<file path="src/rtl/array_21_req_ctrl.sv">
// Request/response front end for the array_21 SRAM (1RW, 1-cycle read latency).
// Define ARRAY21_INIT_EN to zero-fill the whole array after reset release.
module array_21_req_ctrl #(
  parameter int ADDR_W    = 12,
  parameter int DATA_W    = 256,
  parameter int MASK_W    = 16,
  parameter int RSP_DEPTH = 2
) (
  input  logic              clock,
  input  logic              reset_n,
  input  logic              req_valid,
  output logic              req_ready,
  input  logic              req_write,
  input  logic [ADDR_W-1:0] req_addr,
  input  logic [DATA_W-1:0] req_wdata,
  input  logic [MASK_W-1:0] req_wmask,
  output logic              rsp_valid,
  input  logic              rsp_ready,
  output logic [DATA_W-1:0] rsp_rdata,
  output logic              busy,
  output logic [ADDR_W-1:0] RW0_addr,
  output logic              RW0_en,
  output logic              RW0_wmode,
  output logic [DATA_W-1:0] RW0_wdata,
  output logic [MASK_W-1:0] RW0_wmask,
  input  logic [DATA_W-1:0] RW0_rdata
);

  localparam int PTR_W = (RSP_DEPTH > 1) ? $clog2(RSP_DEPTH) : 1;
  localparam int CNT_W = $clog2(RSP_DEPTH + 1);
  localparam int CR_W  = CNT_W + 1;

  logic                           run_q;
  logic                           run_mode;
  logic                           init_busy;
  logic                           issue;
  logic                           inflight;
  logic                           push;
  logic                           pop;
  logic [PTR_W-1:0]               wr_ptr;
  logic [PTR_W-1:0]               rd_ptr;
  logic [CNT_W-1:0]               fifo_cnt;
  logic [CR_W-1:0]                credit;
  logic [RSP_DEPTH-1:0][DATA_W-1:0] fifo_q;

  function automatic logic [PTR_W-1:0] ptr_nxt(input logic [PTR_W-1:0] p);
    return (p == PTR_W'(RSP_DEPTH - 1)) ? '0 : p + 1'b1;
  endfunction

  always_ff @(posedge clock or negedge reset_n) begin
    if (!reset_n) run_q <= 1'b0;
    else          run_q <= 1'b1;
  end

`ifdef ARRAY21_INIT_EN
  typedef enum logic {ST_INIT, ST_RUN} state_e;
  state_e            state;
  logic [ADDR_W-1:0] init_addr;
  logic              in_init;

  always_ff @(posedge clock or negedge reset_n) begin
    if (!reset_n) begin
      state     <= ST_INIT;
      init_addr <= '0;
    end else if (run_q && state == ST_INIT) begin
      init_addr <= init_addr + 1'b1;
      if (init_addr == '1) state <= ST_RUN;
    end
  end

  // The sweep only drives the array once run_q is up, so it spans exactly 2**ADDR_W cycles.
  assign in_init   = run_q & (state == ST_INIT);
  assign run_mode  = run_q & (state == ST_RUN);
  assign init_busy = (state == ST_INIT);

  assign RW0_en    = in_init | issue;
  assign RW0_addr  = in_init ? init_addr : req_addr;
  assign RW0_wmode = in_init | req_write;
  assign RW0_wdata = in_init ? '0 : req_wdata;
  assign RW0_wmask = in_init ? '1 : req_wmask;
`else
  assign run_mode  = run_q;
  assign init_busy = 1'b0;

  assign RW0_en    = issue;
  assign RW0_addr  = req_addr;
  assign RW0_wmode = req_write;
  assign RW0_wdata = req_wdata;
  assign RW0_wmask = req_wmask;
`endif

  // A read may only issue if a FIFO slot is guaranteed when its data lands;
  // a same-cycle pop frees a slot so streaming reads sustain one per cycle.
  assign credit    = CR_W'(RSP_DEPTH) - CR_W'(fifo_cnt) - CR_W'(inflight) + CR_W'(pop);
  assign req_ready = run_mode & (req_write | (credit != '0));
  assign issue     = req_valid & req_ready;

  assign rsp_valid = (fifo_cnt != '0);
  assign rsp_rdata = fifo_q[rd_ptr];
  assign pop       = rsp_valid & rsp_ready;
  assign push      = inflight;
  assign busy      = inflight | rsp_valid | init_busy;

  always_ff @(posedge clock or negedge reset_n) begin
    if (!reset_n) begin
      inflight <= 1'b0;
      wr_ptr   <= '0;
      rd_ptr   <= '0;
      fifo_cnt <= '0;
    end else begin
      inflight <= issue & ~req_write;
      if (push) wr_ptr <= ptr_nxt(wr_ptr);
      if (pop)  rd_ptr <= ptr_nxt(rd_ptr);
      case ({push, pop})
        2'b10:   fifo_cnt <= fifo_cnt + 1'b1;
        2'b01:   fifo_cnt <= fifo_cnt - 1'b1;
        default: fifo_cnt <= fifo_cnt;
      endcase
    end
  end

  // Data storage needs no reset; occupancy is tracked by fifo_cnt.
  always_ff @(posedge clock) begin
    if (push) fifo_q[wr_ptr] <= RW0_rdata;
  end

endmodule

</file>
<file path="config.mk">
export PLATFORM = sky130hd
export DESIGN_NAME = array_21_req_ctrl
export DESIGN_NICKNAME = d
export VERILOG_FILES = /design/src/rtl/array_21_req_ctrl.sv
export SDC_FILE = /design/constraint.sdc
export NUM_CORES = 1
export LEC_CHECK = 0
export ABC_AREA = 1
export CORE_AREA = 2 2 423 425
export DETAILED_ROUTE_END_ITERATION = 8
export DIE_AREA = 0 0 425 427
export GPL_TIMING_DRIVEN = 0
export PLACE_DENSITY_LB_ADDON = 0.15
export SLEW_MARGIN = 10
export SYNTH_ARGS = -nofsm -noshare
export SYNTH_HDL_FRONTEND = slang
export SYNTH_SLANG_ARGS = --single-unit
</file>
<file path="constraint.sdc">
create_clock -name clock -period 26.6 [get_ports clock]
set_clock_uncertainty 0.05 [all_clocks]
set_input_delay 5.32 -clock clock [delete_from_list [all_inputs] [get_ports clock]]
set_output_delay 5.32 -clock clock [all_outputs]
set_load 0.01 [all_outputs]
</file>
## After elaboration in Yosys (flattened, before gate mapping)

Index checks and enable logic that the tools add are counted.

| storage, ports and cells | value |
|---|---|
| register bits | 518 |
| bits of input ports | 545 |
| output and inout bits | 545 |
| logic and storage cells | 38 |

| cells by class | value |
|---|---|
| $add $sub $neg | 7 |
| order comparisons | 3 |
| equality and inequality tests | 2 |
| mux-type cells | 8 |
| bitwise gates (word level) | 7 |
| reduce and logical (&&, ||, !) cells | 4 |

Operator list:

| cell | number |
|---|---|
| $mux W256 | 3 |
| $bwmux W512 | 1 |
| $demux W256 S1 | 1 |
| $and A1 B1 Y1 | 4 |
| $lt A1 B2 Y1 const B | 2 |
| $pmux W2 S2 | 1 |
| $reduce_bool A2 Y1 | 2 |
| $add A3 B1 Y3 | 1 |
| $reduce_bool A3 Y1 | 1 |
| $sub A2 B2 Y3 const A | 1 |
| $sub A3 B1 Y3 | 1 |
| $add A1 B1 Y1 const B | 2 |
| $add A2 B1 Y2 const B | 1 |
| $eq A2 B1 Y1 const B | 1 |
| $eq A2 B2 Y1 const B | 1 |
| $mux W1 | 2 |
| $or A1 B1 Y1 | 2 |
| $sub A2 B1 Y2 const B | 1 |
| $ge A1 B1 Y1 const B | 1 |
| $logic_and A1 B1 Y1 | 1 |
| $not A1 Y1 | 1 |

## Logic depth before layout (Yosys ltp)

| depth | value |
|---|---|
| depth after elaboration | 8 |
| mapped depth | 12 |
| gate-level depth less buffers | 12 |

## Worst setup path before layout

OpenSTA, ideal clock, no wires.

| timing | value |
|---|---|
| kind | register to register |
| from | register inflight |
| to | register fifo_q[0] (netlist bit), enable pin |
| setup time | 877 ps |
| arrival time | 11069 ps |
| required time | 25673 ps |
| slack | 14604 ps |
| cell stages (with the launch flop) | 3 |
| path buffers | 0 |
| clock period less this slack | 11996 ps |
| cells stage by stage | dfrtp_1 > inv_1 > nor2_1 |

RTL lines:

| what | RTL line | RTL |
|---|---|---|
| start, declared | 37 | `logic inflight;` |
| start signal, assigned | 111 | `inflight <= issue & ~req_write;` |
| end signal, assigned by index | 124 | `if (push) fifo_q[wr_ptr] <= RW0_rdata;` |
| end, declared | 44 | `logic [RSP_DEPTH-1:0][DATA_W-1:0] fifo_q;` |

No word-level cell between the ends.

## Worst setup path after layout

| timing | value |
|---|---|
| from | input port rsp_ready |
| to | output port RW0_en |

| on the way | value |
|---|---|
| cells in the longest elaborated chain, start to end | 6 |

Ends and longest elaborated chain:

| what | RTL line | RTL |
|---|---|---|
| start, declared | 18 | `input logic rsp_ready,` |
| $and A1 B1 Y1 | 100 | `assign pop = rsp_valid & rsp_ready;` |
| named net pop | 39 | `logic pop;` |
| $add A3 B1 Y3 | 94 | `assign credit = CR_W'(RSP_DEPTH) - CR_W'(fifo_cnt) - CR_W'(inflight) + CR_W'(pop);` |
| $reduce_bool A3 Y1 | 95 | `assign req_ready = run_mode & (req_write \| (credit != '0));` |
| $or A1 B1 Y1 | 95 |  |
| $and A1 B1 Y1 | 95 |  |
| $and A1 B1 Y1 | 96 | `assign issue = req_valid & req_ready;` |
| end, declared | 22 | `output logic RW0_en,` |

The timed path passes the listed nets, and every way through them passes these cells.

==> flow_metrics.py <==
metrics = {
    "timing": {
        "slew_violations": 0,
        "setup_slack_ps": 13800,
        "worst_pin_slew_ps": 806,
        "hold_violations": 0,
        "max_freq_ghz": 0.0781,
        "min_period_ps": 12800,
        "finalSetupTns_ps": 0,
        "setup_violations": 0,
        "post-route-period-util": 0.481,
        "rsz0062_at_grt": "false",
        "max_slew_margin": 0.463,
    },
    "power": {
        "powerDensity_mw_per_mm2": 88.7,
        "finalPower_w": 0.00309,
        "peakVddDrop_v": 0.0000432,
        "p_leak_nw": 13.2,
    },
    "die": {
        "fp.coreArea_mm2": 0.177,
        "placementRows": 155,
        "dieArea_mm2": 0.181,
        "initial_utilization": 0.120,
        "die_h_um": 427,
        "die_x_um": 425,
        "io-pin-count": 1090,
    },
    "placed_design": {
        "gp_congestion": 0.824,
        "portBuffers": 805,
        "place_ws_ps": 13780,
        "hpwl_um": 104000,
    },
    "critical_path": {
        "critPathRequiredTime_ps": 21230,
        "critPathMaxFanout": 3,
        "reg2reg_setup_slack_ps": 24030,
        "critPathKind": "in -> out",
        "cp_num_buf_inv": 5,
        "cp-end-kind": "output pin",
        "cp_top_family": "buffers and inverters",
        "crit_slowest_cell": "clkdlybuf4s50_1",
        "critPathArrivalTime_ps": 7430,
        "path_cells": "clkdlybuf4s50_1 -> nand2_1 -> inv_1 -> fa_1 -> inv_1 -> ha_1 -> inv_1 -> nor2_1 -> nand2_1 -> nand2_1 -> nor2_1 -> clkdlybuf4s50_1",
        "cp_slowest_stage_delay_ps": 540,
        "cp-start-kind": "input pin",
    },
    "routing": {
        "num_vias": 15400,
        "drt_iter0_markers": 643,
        "ant_nets": 0,
        "drc": 0,
        "drt_pass1_iterations": 6,
        "wl_um": 124000,
        "wl_per_cell_um": 24.9,
        "route.detailed.vias_per_inst": 3.10,
    },
    "layout": {
        "drive_gt1_frac": 0.175,
        "num-nets-final": 3112,
        "finalCoreUtilization": 0.197,
        "area_growth_pct": 64.4,
        "multi_input_area_mm2": 0.00304,
        "final_common_cell": "clkdlybuf4s50_1",
        "regArea_mm2": 0.0155,
        "fillers": 19400,
        "mostFrequentLayoutCells": "clkdlybuf4s50_1, nand2_1, edfxtp_1, buf_4, clkbuf_16",
    },
    "clock_tree": {
        "postCtsSetupBuffers": 0,
        "numCtsBuffers": 70,
        "cts_tree": "done",
        "clk_pin_slew_ps": 50,
        "cts_root_buffer": "clkbuf_16",
        "clock_latency_ps": 630,
        "ctsResizeCount": 0,
        "htreeDepth": 3,
        "postCtsHoldBufs": 0,
        "cts_buffer_depth": 3,
        "cts_sinks": 518,
    },
    "global_route": {
        "antenna_found_initial": 98,
        "gr-total-overflow": 0,
        "grt_pass1_wl_um": 156000,
        "grt_util_all_layers": 0.131,
        "grt_max_degree": 90,
        "grt_pass1_vias": 15600,
    },
    "synth": {
        "synth-seq-area-share": 0.732,
        "synth_top_family_by_area": "simple AND/OR/NAND/NOR gates",
        "syn_avg_cell_area_um2": 12.7,
        "synthAdderAreaFrac": 0.00212,
        "synth_cell_type_count": 17,
        "synth_xor_area_frac": 0.000826,
        "synth_compound_area_frac": 0,
        "synthCells": 1671,
        "synth-simple-area-share": 0.140,
        "synth-warning-count": 0,
        "synth_nets": 2219,
        "muxShareOfSynthArea": 0,
        "synth_area_mm2": 0.0212,
        "ys_ff_latch": 518,
    },
    "status": {
        "outcome": "finished clean",
    },
    "job": {
        "maxCapViolations": 0,
    },
    "hold_path": {
        "holdCritPathClass": "reg -> reg",
    },
}
-- state kept, by name (all words and copies together) (netlist names) --
register / cells
fifo_q: 512
wr_ptr: 1
fifo_cnt: 2
inflight: 1
rd_ptr: 1
run_mode: 1
-- Yosys cell counts --
master	count	area (µm²)
buf_6	16	180
nand3_1	3	15.0
nor2_1	4	15.0
xor2_1	1	8.76
ha_1	2	25.0
dfrtp_1	6	150
conb_1	1	3.75
inv_4	1	6.26
fa_1	1	20.0
buf_8	1	15.0
nand2_1	780	2930
buf_4	302	2270
edfxtp_1	512	15400
xnor2_1	1	8.76
buf_2	23	115
nand4_1	2	12.5
inv_1	15	56.3
-- worst register-to-register path, stage by stage, from the launching register on --
cell and delay (ps):
dfrtp_1 370, inv_1 130, nor2_4 290, buf_12 230, buf_12 210, buf_16 180
buf_12 190, buf_16 230, buf_16 190, buf_12 200
-- metrics by stage --
step	area (µm²)	hold WS (ps)	cells
finish	34900	428	4983
global placement	32200	426	4831
global route	34900	451	4981
floorplan	21200	411	1671
CTS	34800	431	4972
detailed placement	32600	424	4847
-- layer usage --
| metal | wire, µm | GRT usage | vias to the layer above | part of all wire |
|---|---|---|---|---|
| li1 | - | - | 7083 | - |
| met1 | 40000 | 0.122 | 7318 | 0.32 |
| met2 | 71600 | 0.266 | 778 | 0.58 |
| met3 | 9240 | 0.0426 | 256 | 0.074 |
| met4 | 3310 | 0.0361 | 14 | 0.027 |
| met5 | 82 | 0 | - | 0.00066 |
-- where the power goes --
part / switching [W] / internal (W)
sequential: 0.0000146 / 0.000976
combinational: 0.000648 / 0.000514
clock: 0.000387 / 0.000552
-- logic make-up after synthesis --
group                    Yosys count
XOR/XNOR                           2
buffers and inverters            358
AND/OR/NAND/NOR                  789
flip-flops                       518
other                              1
adder cells (fa/ha/maj)            3
-- layout make-up --
type | instances | share of cell area
clock inverters | 40 | 0.0118
clock buffers | 85 | 0.0525
plain buffers | 342 | 0.0739
multi-input cells | 795 | 0.0873
well taps | 2355 | 0.0845
diodes | 11 | 0.000790
flip-flops and latches | 518 | 0.445
inverters | 16 | 0.00201
repair buffers | 821 | 0.242
-- path summary, 6_finish.rpt --
kind | start | to | cells after the start
setup reg to reg | inflight | fifo_q[23] | 9
min in group asynchronous | reset_n | run_mode | 1
setup / recovery | rsp_ready | RW0_en | 12
hold reg to reg | inflight | wr_ptr | 1
hold / removal | inflight | wr_ptr | 1
max in group asynchronous | reset_n | wr_ptr | 1
Note: power is estimated with default switching activity, not from simulation.
